File: src/rtl/reflet_int_ctrl.vh
// Register offsets and source count for the reflet interrupt controller, for firmware-test benches.
// The RTL takes the same constants from reflet_int_ctrl_pkg.
`ifndef REFLET_INT_CTRL_VH
`define REFLET_INT_CTRL_VH
`define INT_PENDING 0
`define INT_MASK    1
`define INT_MODE    2
`define INT_SET     3
`define INT_TRELOAD 4
`define INT_TCTRL   5
`define NB_INT      4
`endif

File: src/rtl/reflet_int_ctrl_pkg.sv
// Shared constants and helpers for the reflet interrupt controller.
// The register offsets match the values in reflet_int_ctrl.vh.
package reflet_int_ctrl_pkg;

    localparam int NB_INT  = 4;
    localparam int NB_REGS = 6;

    localparam logic [2:0] INT_PENDING = 3'd0;
    localparam logic [2:0] INT_MASK    = 3'd1;
    localparam logic [2:0] INT_MODE    = 3'd2;
    localparam logic [2:0] INT_SET     = 3'd3;
    localparam logic [2:0] INT_TRELOAD = 3'd4;
    localparam logic [2:0] INT_TCTRL   = 3'd5;

    // A set and a clear of the same bit in one cycle leaves the bit set.
    function automatic logic [NB_INT-1:0] pending_update(
        input logic [NB_INT-1:0] pending,
        input logic [NB_INT-1:0] set_mask,
        input logic [NB_INT-1:0] clr_mask
    );
        return (pending & ~clr_mask) | set_mask;
    endfunction

endpackage

File: src/rtl/reflet_int_sync_edge.sv
// One interrupt source: 2-flop synchroniser followed by rising-edge or level selection.
// The synchroniser and edge history run even while disabled so that resuming never fakes an edge.
module reflet_int_sync_edge (
    input  logic clk,
    input  logic reset,
    input  logic enable,
    input  logic src,
    input  logic level_mode,
    output logic evt
);

    logic [1:0] sync_reg;
    logic       prev_reg;

    always_ff @(posedge clk) begin
        if (reset) begin
            sync_reg <= '0;
            prev_reg <= 1'b0;
        end else begin
            sync_reg <= {sync_reg[0], src};
            prev_reg <= sync_reg[1];
        end
    end

    assign evt = enable & (level_mode ? sync_reg[1] : (sync_reg[1] & ~prev_reg));

endmodule

File: src/rtl/reflet_int_ctrl.sv
// Memory-mapped interrupt controller driving reflet_cpu ext_int[3:0].
// Define REFLET_INT_CTRL_TIMER_EN to add the down-counter timer that feeds source 3.
module reflet_int_ctrl
    import reflet_int_ctrl_pkg::*;
#(
    parameter int wordsize  = 16,
    parameter int base_addr = 0
) (
    input  logic                clk,
    input  logic                reset,
    input  logic                enable,
    input  logic [wordsize-1:0] addr,
    input  logic [wordsize-1:0] data_in,
    input  logic                write_en,
    output logic [wordsize-1:0] data_out,
    input  logic [NB_INT-1:0]   src,
    output logic [NB_INT-1:0]   ext_int
);

    logic [wordsize-1:0] offset;
    logic                hit;
    logic [2:0]          reg_sel;
    logic                bus_wr;
    logic                wr_pending, wr_mask, wr_mode, wr_set;

    logic [NB_INT-1:0]   pending_reg, pending_next;
    logic [NB_INT-1:0]   mask_reg, mask_next;
    logic [NB_INT-1:0]   mode_reg, mode_next;
    logic [NB_INT-1:0]   ext_int_reg;
    logic [wordsize-1:0] data_out_reg, rd_next;
    logic [NB_INT-1:0]   src_evt, set_vec, clr_vec;
    logic                timer_evt;

    // Wrapping subtraction: addresses below base_addr land far above NB_REGS.
    assign offset  = addr - wordsize'(base_addr);
    assign hit     = offset < wordsize'(NB_REGS);
    assign reg_sel = offset[2:0];
    assign bus_wr  = write_en & hit;

    assign wr_pending = bus_wr && (reg_sel == INT_PENDING);
    assign wr_mask    = bus_wr && (reg_sel == INT_MASK);
    assign wr_mode    = bus_wr && (reg_sel == INT_MODE);
    assign wr_set     = bus_wr && (reg_sel == INT_SET);

    genvar gi;
    generate
        for (gi = 0; gi < NB_INT; gi++) begin : g_src
            reflet_int_sync_edge u_sync (
                .clk        (clk),
                .reset      (reset),
                .enable     (enable),
                .src        (src[gi]),
                .level_mode (mode_reg[gi]),
                .evt        (src_evt[gi])
            );
        end
    endgenerate

`ifdef REFLET_INT_CTRL_TIMER_EN
    logic                wr_treload, wr_tctrl;
    logic [wordsize-1:0] treload_reg, treload_next;
    logic [wordsize-1:0] cnt_reg, cnt_next;
    logic [1:0]          tctrl_reg, tctrl_next;
    logic                tevt_reg, tevt_next;

    assign wr_treload = bus_wr && (reg_sel == INT_TRELOAD);
    assign wr_tctrl   = bus_wr && (reg_sel == INT_TCTRL);

    // tctrl bit0 = run, bit1 = auto-reload. The event fires on the 1->0 step;
    // the following cycle either reloads or drops run.
    always_comb begin
        treload_next = wr_treload ? data_in : treload_reg;
        tctrl_next   = tctrl_reg;
        cnt_next     = cnt_reg;
        tevt_next    = 1'b0;
        if (wr_tctrl) begin
            tctrl_next = data_in[1:0];
            if (data_in[0])
                cnt_next = treload_reg;
        end else if (tctrl_reg[0]) begin
            if (cnt_reg == wordsize'(1)) begin
                cnt_next  = '0;
                tevt_next = 1'b1;
            end else if (cnt_reg == '0) begin
                if (tctrl_reg[1] && (treload_reg != '0))
                    cnt_next = treload_reg;
                else
                    tctrl_next[0] = 1'b0;
            end else begin
                cnt_next = cnt_reg - wordsize'(1);
            end
        end
    end

    always_ff @(posedge clk) begin
        if (reset) begin
            treload_reg <= '0;
            tctrl_reg   <= '0;
            cnt_reg     <= '0;
            tevt_reg    <= 1'b0;
        end else if (enable) begin
            treload_reg <= treload_next;
            tctrl_reg   <= tctrl_next;
            cnt_reg     <= cnt_next;
            tevt_reg    <= tevt_next;
        end
    end

    assign timer_evt = tevt_reg;
`else
    logic unused_data;
    assign unused_data = ^data_in[wordsize-1:NB_INT];
    assign timer_evt   = 1'b0;
`endif

    always_comb begin
        rd_next = '0;
        if (hit) begin
            case (reg_sel)
                INT_PENDING: rd_next[NB_INT-1:0] = pending_reg;
                INT_MASK:    rd_next[NB_INT-1:0] = mask_reg;
                INT_MODE:    rd_next[NB_INT-1:0] = mode_reg;
                INT_SET:     rd_next = '0;
`ifdef REFLET_INT_CTRL_TIMER_EN
                INT_TRELOAD: rd_next = treload_reg;
                INT_TCTRL:   rd_next[1:0] = tctrl_reg;
`else
                INT_TRELOAD, INT_TCTRL: rd_next = '0;
`endif
                default:     rd_next = '0;
            endcase
        end
    end

    always_comb begin
        set_vec      = src_evt | {timer_evt, {(NB_INT-1){1'b0}}}
                     | (wr_set ? data_in[NB_INT-1:0] : '0);
        clr_vec      = wr_pending ? data_in[NB_INT-1:0] : '0;
        pending_next = pending_update(pending_reg, set_vec, clr_vec);
        mask_next    = wr_mask ? data_in[NB_INT-1:0] : mask_reg;
        mode_next    = wr_mode ? data_in[NB_INT-1:0] : mode_reg;
    end

    always_ff @(posedge clk) begin
        if (reset) begin
            pending_reg  <= '0;
            mask_reg     <= '0;
            mode_reg     <= '0;
            ext_int_reg  <= '0;
            data_out_reg <= '0;
        end else if (enable) begin
            pending_reg  <= pending_next;
            mask_reg     <= mask_next;
            mode_reg     <= mode_next;
            ext_int_reg  <= pending_reg & mask_reg;
            data_out_reg <= rd_next;
        end
    end

    assign ext_int  = ext_int_reg;
    assign data_out = data_out_reg;

endmodule

File: config.mk
export PLATFORM = sky130hd
export DESIGN_NAME = reflet_int_ctrl
export DESIGN_NICKNAME = d
export VERILOG_FILES = /design/src/rtl/reflet_int_ctrl.vh /design/src/rtl/reflet_int_ctrl_pkg.sv /design/src/rtl/reflet_int_sync_edge.sv /design/src/rtl/reflet_int_ctrl.sv
export SDC_FILE = /design/constraint.sdc
export NUM_CORES = 1
export LEC_CHECK = 0
export CORE_MARGIN = 1.5
export CORE_UTILIZATION = 39
export DETAILED_ROUTE_END_ITERATION = 6
export PLACE_DENSITY_LB_ADDON = 0.3
export SYNTH_ARGS = -nofsm -noshare
export SYNTH_HDL_FRONTEND = slang
export SYNTH_HIERARCHICAL = 1
export SYNTH_SLANG_ARGS = --single-unit
export TNS_END_PERCENT = 10
File: constraint.sdc
create_clock -name clk -period 1.56 [get_ports clk]
set_input_delay 0.312 -clock clk [delete_from_list [all_inputs] [get_ports clk]]
set_output_delay 0.312 -clock clk [all_outputs]
set_load 0.02 [all_outputs]
==> Word level (Yosys, flattened, before mapping) <==
Index checks and enable logic that the tools add are counted.
{ "word_totals": {"ff_bits": 44, "inputBits": 40, "output_inout_bits": 20, "wordCells": 50} }
{ "op_classes": {"order_cmp": 1, "eq_ne": 3, "muxes": 8, "bitwise": 18, "n_reduce_logical": 7} }
{ "op_table": {"columns": ["operator", "n"], "rows": [
  ["16-bit by 3-bit < comparator with 1-bit output (second input constant)", 1],
  ["4-bit 2-to-1 mux", 3],
  ["4-bit one-hot mux with 3 select lines", 1],
  ["1-bit AND", 9],
  ["4-bit AND", 2],
  ["4-bit bitwise OR", 2],
  ["3-bit by 2-bit equality test with 1-bit output (second input constant)", 2],
  ["1-bit logical AND", 4],
  ["1-bit 2-to-1 mux", 4],
  ["1-bit NOT", 4],
  ["4-bit NOT", 1],
  ["2-bit AND reduction", 2],
  ["3-bit by 1-bit equality test with 1-bit output (second input constant)", 1],
  ["3-bit zero test", 1]
]} }

==> Depth between registers and ports, before layout <==
{ "logic_depth": {"word_depth": 7, "mapped_depth": 5, "depth_no_buf": 4} }

==> Hierarchy <==
The synthesis kept the hierarchy.
{ "modules_own_cells": {"columns": ["mod", "n_inst", "cells_each", "area_per_inst_um2", "seq_area_each_um2"], "rows": [
  ["reflet_int_ctrl", 1, 134, 1134.8, 400.4],
  ["reflet_int_sync_edge", 4, 9, 95.1, 60.1]
]} }

==> Worst setup path after synthesis <==
Ideal clock, no wire load.
{ "synth_path": {"path_kind": "input to register", "startpoint": "in addr[15]", "endpoint": "reg pending_reg[0]", "setup_ns": 0.074, "arrival_ns": 1.448, "slack_ns": 0.038, "cell_stages": 4, "path_buffers": 0, "cell_sequence": "nor4_2 nand3_2 or4_1 a31oi_1"} }
{ "synth_between": {"elab_chain_cells": 7, "elab_cells_between_ends": 10} }
{ "synth_lines": {"columns": ["element", "line", "rtl"], "rows": [
  ["start: declaration", "reflet_int_ctrl.sv:12", "input logic [wordsize-1:0] addr,"],
  ["16-bit by 3-bit < comparator with 1-bit output *", "reflet_int_ctrl.sv:36", "assign hit = offset < wordsize'(NB_REGS);"],
  ["1-bit AND *", "reflet_int_ctrl.sv:38", "assign bus_wr = write_en & hit;"],
  ["1-bit logical AND", "reflet_int_ctrl.sv:40", "assign wr_pending = bus_wr && (reg_sel == INT_PENDING);"],
  ["4-bit 2-to-1 mux", "reflet_int_ctrl.sv:138", "clr_vec = wr_pending ? data_in[NB_INT-1:0] : '0;"],
  ["4-bit NOT", "reflet_int_ctrl_pkg.sv:21", "return (pending & ~clr_mask) | set_mask;"],
  ["4-bit AND", "reflet_int_ctrl_pkg.sv:21", null],
  ["4-bit bitwise OR *", "reflet_int_ctrl_pkg.sv:21", null],
  ["end signal: assignment", "reflet_int_ctrl.sv:152", "pending_reg <= pending_next;"],
  ["end: declaration", "reflet_int_ctrl.sv:26", "logic [NB_INT-1:0] pending_reg, pending_next;"]
]} }
Mark *: on every way between the ends. The rest lies on a longest branch, timed or not.
A chain may end at the register's enable or synchronous reset.

==> Final worst setup path <==
{ "layout_path": {"startpoint": "in addr[9]", "endpoint": "reg pending_reg[0]"} }
The elaborated chain is that of the path after synthesis.

==> qor.csv <==
metric,value,unit
Max VDD drop,800,uV
num ports,60,
Yosys Warn Count,6,
ANT nets after route,0,
post-placement setup slack,-0.640,ns
leakage power,0.827,nW
layout cell share with drive strength beyond 1,19.6,%
DRT Wirelength,3660,um
total gr overflow,0,
clock-pin slew on the worst setup and hold paths,0.06,ns
Core Region,0.00369,mm2
number of cell rows,22,
crit share post-route,101,%
Max Root-Sink Buffers,2,
number of synthesized register bits,32,
max cap viols,0,
Post-synth EDFFs,0,
Mapped Cells,170,
max reg flops,8,
Worst-Skew Late Latency,0.27,ns
"FFs w/ async S/R, synth",0,%
TritonCTS buffer count,5,
Worst Path Required,1.70,ns
sequential-to-total area share from yosys stat,42.3,%
DRT Pass-1 Iters,4,
Worst Setup End Kind,register,
ys flop type,dfxtp_1,
fin. max-slew vios,0,
largest net degree at the start of global routing,25,
Worst Setup EP,pending_reg[0],
hold buffer count at CTS,0,
area occupied by multi-input gates,851,um2
vias per cell,5.06,
clk_skew,0.00257,ns
initial antenna violation count,0,
Initial Util,41.1,%
"most common cell after layout, fill and taps aside",dfxtp_1,
gpl congestion,0.884,
crit path from,addr[9],
number of global-route vias before repair,1346,
Port Buffer Count,35,
synthesized area,0.00152,mm2
minimum clock period,1.57,ns
CTS tree,built,
placed cell areas,0.00201,mm2
"reg-to-reg slack, setup",0.66,ns
Final Hold Vio Count,0,
Die ar.,0.00427,mm2
Iteration-0 DRC Markers,46,
unrepaired setup endpoints after global routing,true,
pwr dens,735,mW/mm2
DIE WIDTH,65.3,um
fillcell total,329,
kind of critical path,input port to register,
crit path DAT,1.71,ns
gr usage total,17.8,%
H-tree lvl count,2,
fin area,0.00215,mm2
HP Class,register to register,
DP Wirelength,2740,um
Reg-to-Reg End,data_out[1],
Layout Nets,266,
Max Fclk,637,MHz
Syn-to-layout area delta,41.6,%
clk sink count,32,
Netlist cell types,30,
r2r startpoint,mask_reg[1],
CTS root buf,clkbuf_8,
Worst setup SP type,input port,
DRC,0,
via count,1375,
violated checks,setup timing,
"Worst Setup Slack, final",-0.00921,ns
DR WL/cell,13.5,um
R2R cell count,3,
syn avg cell area,8.91,um2
final setup violation count,1,
Seq. cell area,641,um2
status,finished with violations,
n_diodes,0,
most frequent cells in the layout,"32 x dfxtp_1, 22 x buf_4, 18 x nand2_1",
first-pass GRT wire length,5850,um
die height,65.3,um
CP Max Fanout,6,
-- stage by stage --
| stage | std cells | utilization [%] | power [mW] | hold WS (ns) | setup TNS [ns] |
|---|---|---|---|---|---|
| final | 272 | 58.2 | 1.58 | 0.434 | -0.00921 |
| after global routing | 272 | 58.2 | 1.64 | 0.461 | -0.152 |
| after CTS | 272 | 57.0 | 1.59 | 0.438 | 0 |
| after detailed placement | 266 | 54.5 | 1.07 | 0.424 | -7.61 |
| after global placement | 266 | 54.5 | 1.06 | 0.427 | -6.02 |
| after floorplan | 181 | - | 0.960 | 0.384 | 0 |
-- cell type report --
| type | instances | share of cell area, % |
|---|---|---|
| clock buffers | 5 | 3.21 |
| inverters | 4 | 0.700 |
| multi-input cells | 125 | 39.7 |
| flip-flops and latches | 32 | 29.9 |
| well taps | 48 | 2.80 |
| repair buffers | 58 | 23.8 |
-- routing by layer --
metal	part of all wire [%]	vias up	track usage, %
met5	0	-	0
met4	0.87	0	6.25
met3	5.6	4	4.79
met2	52	48	31.4
met1	42	633	20.6
li1	-	690	-
-- power by group --
group,switching (mW),internal (mW)
Sequential,0.00595,0.832
Combinational,0.108,0.0992
Clock,0.244,0.286
-- timing repair --
item / 4_1_cts / 5_1_grt
pin swaps: 14 / 7
setup buffers: 1 / 0
endpoints found under the hold margin: 0 / 0
resized for setup: 23 / 12
setup endpoints to repair: 16 / 9
-- worst min-delay path by stage --
stage / startpoint / endpoint / slack [ns] / depth (start not counted)
final: g_src[1].u_sync/sync_reg[0] / g_src[1].u_sync/sync_reg[1] / 0.43 / 1
after global routing: g_src[1].u_sync/sync_reg[0] / g_src[1].u_sync/sync_reg[1] / 0.46 / 1
after CTS: g_src[1].u_sync/sync_reg[0] / g_src[1].u_sync/sync_reg[1] / 0.44 / 1
after detailed placement: g_src[1].u_sync/sync_reg[0] / g_src[1].u_sync/sync_reg[1] / 0.42 / 1
after global placement: g_src[0].u_sync/sync_reg[0] / g_src[0].u_sync/sync_reg[1] / 0.43 / 1
after floorplan: reset / g_src[0].u_sync/prev_reg / 0.38 / 1
-- Yosys cell counts (2+ instances only) --
cell type	number	area, um2
nand4_1	2	12.5
o21ai_0	12	60.1
nor4b_2	2	30.0
a21oi_2	4	35.0
buf_4	12	90.1
nand2b_1	4	25.0
nand4bb_1	2	22.5
nor2b_1	14	87.6
and4_1	2	17.5
or4bb_1	2	22.5
nand2_1	18	67.6
clkbuf_1	7	26.3
a21oi_1	12	60.1
inv_1	4	15.0
o31ai_1	4	30.0
nand3_1	12	60.1
mux2i_1	4	40.0
dfxtp_1	32	641
or4_1	4	30.0
a22o_1	4	35.0
a31oi_1	4	25.0
-- worst max-delay path, cell delays in order --
cell and delay [ns]:
dlygate4sd2_1 0.24, nor4_2 0.33, nand3_2 0.19, buf_4 0.22, o31ai_4 0.31, a31oi_4 0.11
-- kinds of logic (layout without fill, tap and decap cells) --
group	count (synthesis)	in the layout	share of synthesized area (%)
and+or+nand+nor	69	69	29.7
AOI/OAI and AO/OA	40	40	16.2
DFF	32	32	42.3
buffers and inverters	24	67	8.92
muxes	4	4	2.64
other	1	12	0.247
No activity file was read; power rests on OpenSTA's default activity.
